## config.mk

```make
export PLATFORM = sky130hd
export DESIGN_NAME = hazard_controller
export DESIGN_NICKNAME = d
export VERILOG_FILES = /design/src/rtl/hazard_controller.sv
export SDC_FILE = /design/constraint.sdc
export NUM_CORES = 1
export LEC_CHECK = 0
export CORE_AREA = 4 4 93 130
export CTS_BUF_LIST = sky130_fd_sc_hd__clkbuf_4 sky130_fd_sc_hd__clkbuf_8
export DETAILED_ROUTE_END_ITERATION = 10
export DIE_AREA = 0 0 97 134
export PLACE_DENSITY = 0.8
export SYNTH_ARGS = -nofsm -noshare
export SYNTH_HDL_FRONTEND = slang
export SYNTH_SLANG_ARGS = --single-unit
```

## constraint.sdc

```tcl
create_clock -name clk -period 2.6 [get_ports clk]
set_input_delay 0.65 -clock clk [delete_from_list [all_inputs] [get_ports clk]]
set_output_delay 0.65 -clock clk [all_outputs]
set_load 0.1 [all_outputs]
```

## src/rtl/hazard_controller.sv

```systemverilog
// Stall/flush controller for the 5-stage rv32i pipeline: load-use bubbles, memory-wait
// freezes, mispredict flushes, duplicate-request gating and saturating event counters.
module hazard_controller #(
  parameter int CNT_WIDTH = 32
) (
  input  logic                 clk,
  input  logic                 rst,
  input  logic [4:0]           ID_rs1_i,
  input  logic [4:0]           ID_rs2_i,
  input  logic                 ID_uses_rs1_i,
  input  logic                 ID_uses_rs2_i,
  input  logic [4:0]           EX_rd_i,
  input  logic                 EX_mem_read_i,
  input  logic                 EX_mispredict_i,
  input  logic                 imem_read_i,
  input  logic                 imem_resp_i,
  input  logic                 dmem_req_i,
  input  logic                 dmem_resp_i,
  output logic                 imem_read_o,
  output logic                 dmem_req_o,
  output logic                 pc_load_o,
  output logic                 IF_ID_load_o,
  output logic                 ID_EX_load_o,
  output logic                 EX_MEM_load_o,
  output logic                 MEM_WB_load_o,
  output logic                 IF_ID_flush_o,
  output logic                 ID_EX_flush_o,
  output logic [CNT_WIDTH-1:0] stall_cycles_o,
  output logic [CNT_WIDTH-1:0] bubble_count_o,
  output logic [CNT_WIDTH-1:0] flush_count_o
);

  localparam logic [0:0] RUN      = 1'b0;
  localparam logic [0:0] MEM_WAIT = 1'b1;

  logic [0:0] state_q, state_d;
  logic       imem_done_q, dmem_done_q;
  logic       imem_ok, dmem_ok, advance, load_use;
  logic       do_flush, do_bubble;
  logic [CNT_WIDTH-1:0] stall_q, bubble_q, flush_q;

  function automatic logic [CNT_WIDTH-1:0] sat_inc(input logic [CNT_WIDTH-1:0] v,
                                                    input logic en);
    if (en && (v != {CNT_WIDTH{1'b1}}))
      return v + CNT_WIDTH'(1);
    return v;
  endfunction

  assign imem_ok  = ~imem_read_i | imem_resp_i | imem_done_q;
  assign dmem_ok  = ~dmem_req_i  | dmem_resp_i | dmem_done_q;
  assign advance  = imem_ok & dmem_ok;
  assign load_use = EX_mem_read_i & (EX_rd_i != 5'd0) &
                    ((ID_uses_rs1_i & (EX_rd_i == ID_rs1_i)) |
                     (ID_uses_rs2_i & (EX_rd_i == ID_rs2_i)));

  // A mispredict squashes the wrong-path consumer, so it outranks load-use.
  assign do_flush  = advance & EX_mispredict_i;
  assign do_bubble = advance & ~EX_mispredict_i & load_use;

  always_comb begin
    state_d = state_q;
    case (state_q)
      RUN:      state_d = advance ? RUN : MEM_WAIT;
      MEM_WAIT: state_d = advance ? RUN : MEM_WAIT;
      default:  state_d = RUN;
    endcase
  end

  always_comb begin
    imem_read_o   = 1'b0;
    dmem_req_o    = 1'b0;
    pc_load_o     = 1'b0;
    IF_ID_load_o  = 1'b0;
    ID_EX_load_o  = 1'b0;
    EX_MEM_load_o = 1'b0;
    MEM_WB_load_o = 1'b0;
    IF_ID_flush_o = 1'b0;
    ID_EX_flush_o = 1'b0;
    if (!rst) begin
      imem_read_o = imem_read_i & ~imem_done_q;
      dmem_req_o  = dmem_req_i & ~dmem_done_q;
      if (advance) begin
        pc_load_o     = ~do_bubble;
        IF_ID_load_o  = ~do_bubble;
        ID_EX_load_o  = 1'b1;
        EX_MEM_load_o = 1'b1;
        MEM_WB_load_o = 1'b1;
        IF_ID_flush_o = do_flush;
        ID_EX_flush_o = do_flush | do_bubble;
      end
    end
  end

  // Done flags remember a response that arrived while the other side still stalls.
  always_ff @(posedge clk) begin
    if (rst) begin
      state_q     <= RUN;
      imem_done_q <= 1'b0;
      dmem_done_q <= 1'b0;
      stall_q     <= '0;
      bubble_q    <= '0;
      flush_q     <= '0;
    end else begin
      state_q     <= state_d;
      imem_done_q <= advance ? 1'b0 : (imem_done_q | imem_resp_i);
      dmem_done_q <= advance ? 1'b0 : (dmem_done_q | dmem_resp_i);
      stall_q     <= sat_inc(stall_q, ~advance);
      bubble_q    <= sat_inc(bubble_q, do_bubble);
      flush_q     <= sat_inc(flush_q, do_flush);
    end
  end

  assign stall_cycles_o = stall_q;
  assign bubble_count_o = bubble_q;
  assign flush_count_o  = flush_q;

endmodule

```

==> flow_metrics.py <==
metrics = {
    "cts": {
        "htreeDepth": 3,
        "cts_root_buf": "clkbuf_8",
        "clkLatencyLatePin_ns": 0.37,
        "cts_sinks": 98,
        "clk_path_buf_depth": 2,
        "clkTransAtPathRegs_ns": 0.09,
        "numCtsBuffers": 9,
        "cts_tree": "yes",
        "cts_hold_buffers": 0,
    },
    "worst_setup_path": {
        "critical_path.top_delay_family": "simple AND/OR/NAND/NOR gates",
        "crit_chain": "buf_6 -> or4_4 -> o21ai_4 -> nor3_2 -> nand2_1 -> and2_4 -> buf_12",
        "required_ns": 1.95,
        "cpPeakStageDelay_ns": 0.55,
        "regToRegStartpoint": "bubble_count_o[0]",
        "reg2reg_slack_ns": 0.15,
        "path_max_fanout": 2,
        "critPathKind": "primary input to output pin",
        "reg2reg_depth": 7,
        "end_kind": "output pin",
        "crit_slowest_cell": "or4_4",
        "cp_num_buf_inv": 2,
        "r2r_end": "bubble_count_o[28]",
        "arrival_ns": 2.02,
        "worst-path-stages": 7,
        "startpoint_type": "primary input",
    },
    "drt": {
        "drt-total-wl_microns": 14100,
        "first_pass_iters": 5,
        "drt.antenna.violating_nets": 0,
        "drcViolationCount": 0,
        "vias": 5066,
        "drtIter0Drc": 226,
        "viasPerCell": 5.54,
        "routedWlPerCell_microns": 15.4,
    },
    "power_and_ir_drop": {
        "max-vdd-ir-drop_mv": 0.224,
        "clock_power_share": 0.350,
        "p_sw_mw": 0.782,
        "combinationalPowerShare": 0.128,
        "share_seq_of_total_power": 0.522,
        "p_int_mw": 2.12,
        "power_density_nw_per_um2": 415,
        "sw_frac_of_total": 0.270,
        "p_leak_nw": 2.63,
    },
    "layout": {
        "final_cell_area_sq_um": 6990,
        "antenna_cells": 0,
        "final_common_cell": "buf_4",
        "fillers": 911,
        "most-common-layout-cells": "buf_4 (147), nor2_1 (78), dfxtp_2 (63), xnor2_1 (42), nand3_1 (39)",
        "final_core_util": 0.643,
        "area_growth_pct": 40.7,
        "stdcell_count": 915,
        "layout.nets": 797,
        "drive_above_1_share": 0.360,
    },
    "timing": {
        "setup-tns-final_ns": -0.147,
        "finalSetupViolCount": 3,
        "fmax_ghz": 0.374,
        "fin_crit_sh": 1.03,
        "tightest_slew_ns": 0.728,
        "rsz0062_at_grt": "yes",
        "period_minus_slack_ns": 2.67,
        "hold_viol_final": 0,
        "relSlewSlack": 0.510,
        "clock_skew_ns": 0.00911,
        "fin_ws_ns": -0.0720,
        "slew_viol_final": 0,
    },
    "run": {
        "cap_violations": 0,
    },
    "logic_synthesis": {
        "syn_area_per_cell_sq_um": 8.26,
        "synth.yosys.warnings": 0,
        "synth_top_family_by_area": "simple AND/OR/NAND/NOR gates",
        "synth_area_sq_um": 4970,
        "netlist_instances": 601,
        "synthDistinctLibCells": 45,
        "synth.area.top_cells": "dfxtp_1 (39%), xnor2_1 (8.3%), nor2_1 (6.0%), nand3_1 (3.9%), nand4_1 (3.7%)",
        "synth-simple-area-share": 0.343,
        "synth_area_leader_cell": "dfxtp_1",
        "synth_fa_ha_area_frac": 0.00756,
        "synth_compound_area_frac": 0.0960,
        "synth-seq-area-share": 0.395,
        "synth.top_cell.area_share": 0.395,
        "synthXorXnorAreaFrac": 0.113,
        "ys_ff_latch": 98,
        "synth_fp_nets": 629,
        "muxShareOfSynthArea": 0.0191,
    },
    "global_routing": {
        "grt_overflow": 0,
        "grt_pass1_vias": 4977,
        "antenna_found_initial": 0,
        "grt_max_degree": 44,
        "grt_use_total": 0.218,
        "grt_pass1_wl_microns": 23900,
    },
    "floorplanning": {
        "pin_count": 130,
        "coreArea_sq_um": 10900,
        "num_rows": 45,
        "die_h_microns": 134,
        "fp.dieW_microns": 97,
        "start_util": 0.457,
        "die_area_sq_um": 13000,
    },
    "place": {
        "dp_cells": 889,
        "dp_hpwl_microns": 10700,
        "dp_slack_ns": -0.499,
        "place_area_sq_um": 6710,
        "place_congestion": 0.895,
        "portBuffers": 129,
    },
    "hold_path": {
        "hp-class": "flop to flop",
        "min_to": "bubble_count_o[30]",
        "hp-start": "bubble_count_o[30]",
        "holdPathStages": 2,
    },
    "status": {
        "violations": "negative setup slack",
        "outcome": "complete, but fails checks",
    },
}
==> flip-flops by register name, indices dropped and copies added, names as in the netlist <==
name            cells
bubble_count_o     32
flush_count_o      32
stall_cycles_o     32
dmem_done_q         1
imem_done_q         1
==> worst reg2reg max path, delay by kind of cell (launching register included) <==
| family | cells | cell delay, ns |
|---|---|---|
| mux | 1 | 0.35 |
| fa+ha+maj | 1 | 0.17 |
| flops | 1 | 0.39 |
| simple gates | 5 | 1.45 |
==> routing by layer <==
layer | part of all wire | track usage | vias to the layer above
met4 | 0.016 | 0.0625 | 0
li1 | - | - | 2512
met2 | 0.50 | 0.377 | 139
met3 | 0.059 | 0.0598 | 17
met1 | 0.42 | 0.265 | 2398
met5 | 0 | 0 | -
==> cells by family after synthesis <==
logic type      after synthesis
mux                           9
flops                        98
fa+ha+maj                     3
simple gates                312
buf+inv                      32
compound gates               83
xor+xnor                     64
==> area by class of cell <==
cell class / instances / area (sq um) / area share
clock buffers: 10 / 138 / 0.0197
clock inverters: 6 / 65.1 / 0.00931
inverters: 9 / 33.8 / 0.00483
multi-input cells: 471 / 3000 / 0.429
flip-flops and latches: 98 / 2060 / 0.295
well taps: 141 / 176 / 0.0252
repair buffers: 180 / 1510 / 0.216
==> timing repair <==
action,CTS,global route
endpoints found under the setup margin,7,3
gates resized for setup,38,2
gates cloned,0,0
setup buffers,9,1
pin swaps,19,3
==> power groups by stage <==
stage / Combinational [mW] / Sequential [mW] / Clock [mW]
finish: 0.372 / 1.51 / 1.02
global route: 0.394 / 1.52 / 1.10
floorplan: 0.172 / 1.59 / 0
detailed placement: 0.364 / 1.55 / 0
CTS: 0.371 / 1.51 / 1.04
global placement: 0.359 / 1.55 / 0
==> how the worst max path moves through the flow <==
stage	start	endpoint	slack [ns]
6_report	EX_rd_i[3]	pc_load_o	-0.07
3_5_place_dp	EX_rd_i[1]	pc_load_o	-0.50
4_1_cts	EX_rd_i[1]	pc_load_o	-0.06
3_3_place_gp	EX_rd_i[1]	IF_ID_load_o	-0.47
5_1_grt	EX_rd_i[3]	pc_load_o	-0.10
2_1_floorplan	rst	dmem_req_o	-0.35
==> per-stage QoR <==
stage	power (mW)	hold WS [ns]
finish	2.90	0.487
global placement	1.91	0.459
global route	3.01	0.534
CTS	2.93	0.494
floorplan	1.77	0.484
detailed placement	1.91	0.480
==> cell usage after synthesis (all sizes together) <==
cell / instances
dfxtp: 98
nor2: 79
xnor2: 47
nand3: 40
nand2: 37
a21oi: 35
nand4: 29
or3: 27
o21ai: 26
nor3: 24
clkbuf: 19
xor2: 17
nor4: 14
and3: 12
and4: 11
inv: 9
or4: 9
nor3b: 8
o31ai: 8
and2: 7
mux2i: 5
a2111oi: 4
a211oi: 4
buf: 4
mux2: 4
nor2b: 4
ha: 3
nand3b: 2
nand4b: 2
nor4b: 2
or3b: 2
a21boi: 1
a31oi: 1
and4bb: 1
nand2b: 1
o21a: 1
o21ba: 1
o22ai: 1
o31a: 1
or2: 1
Power figures use the tool's default switching activity.
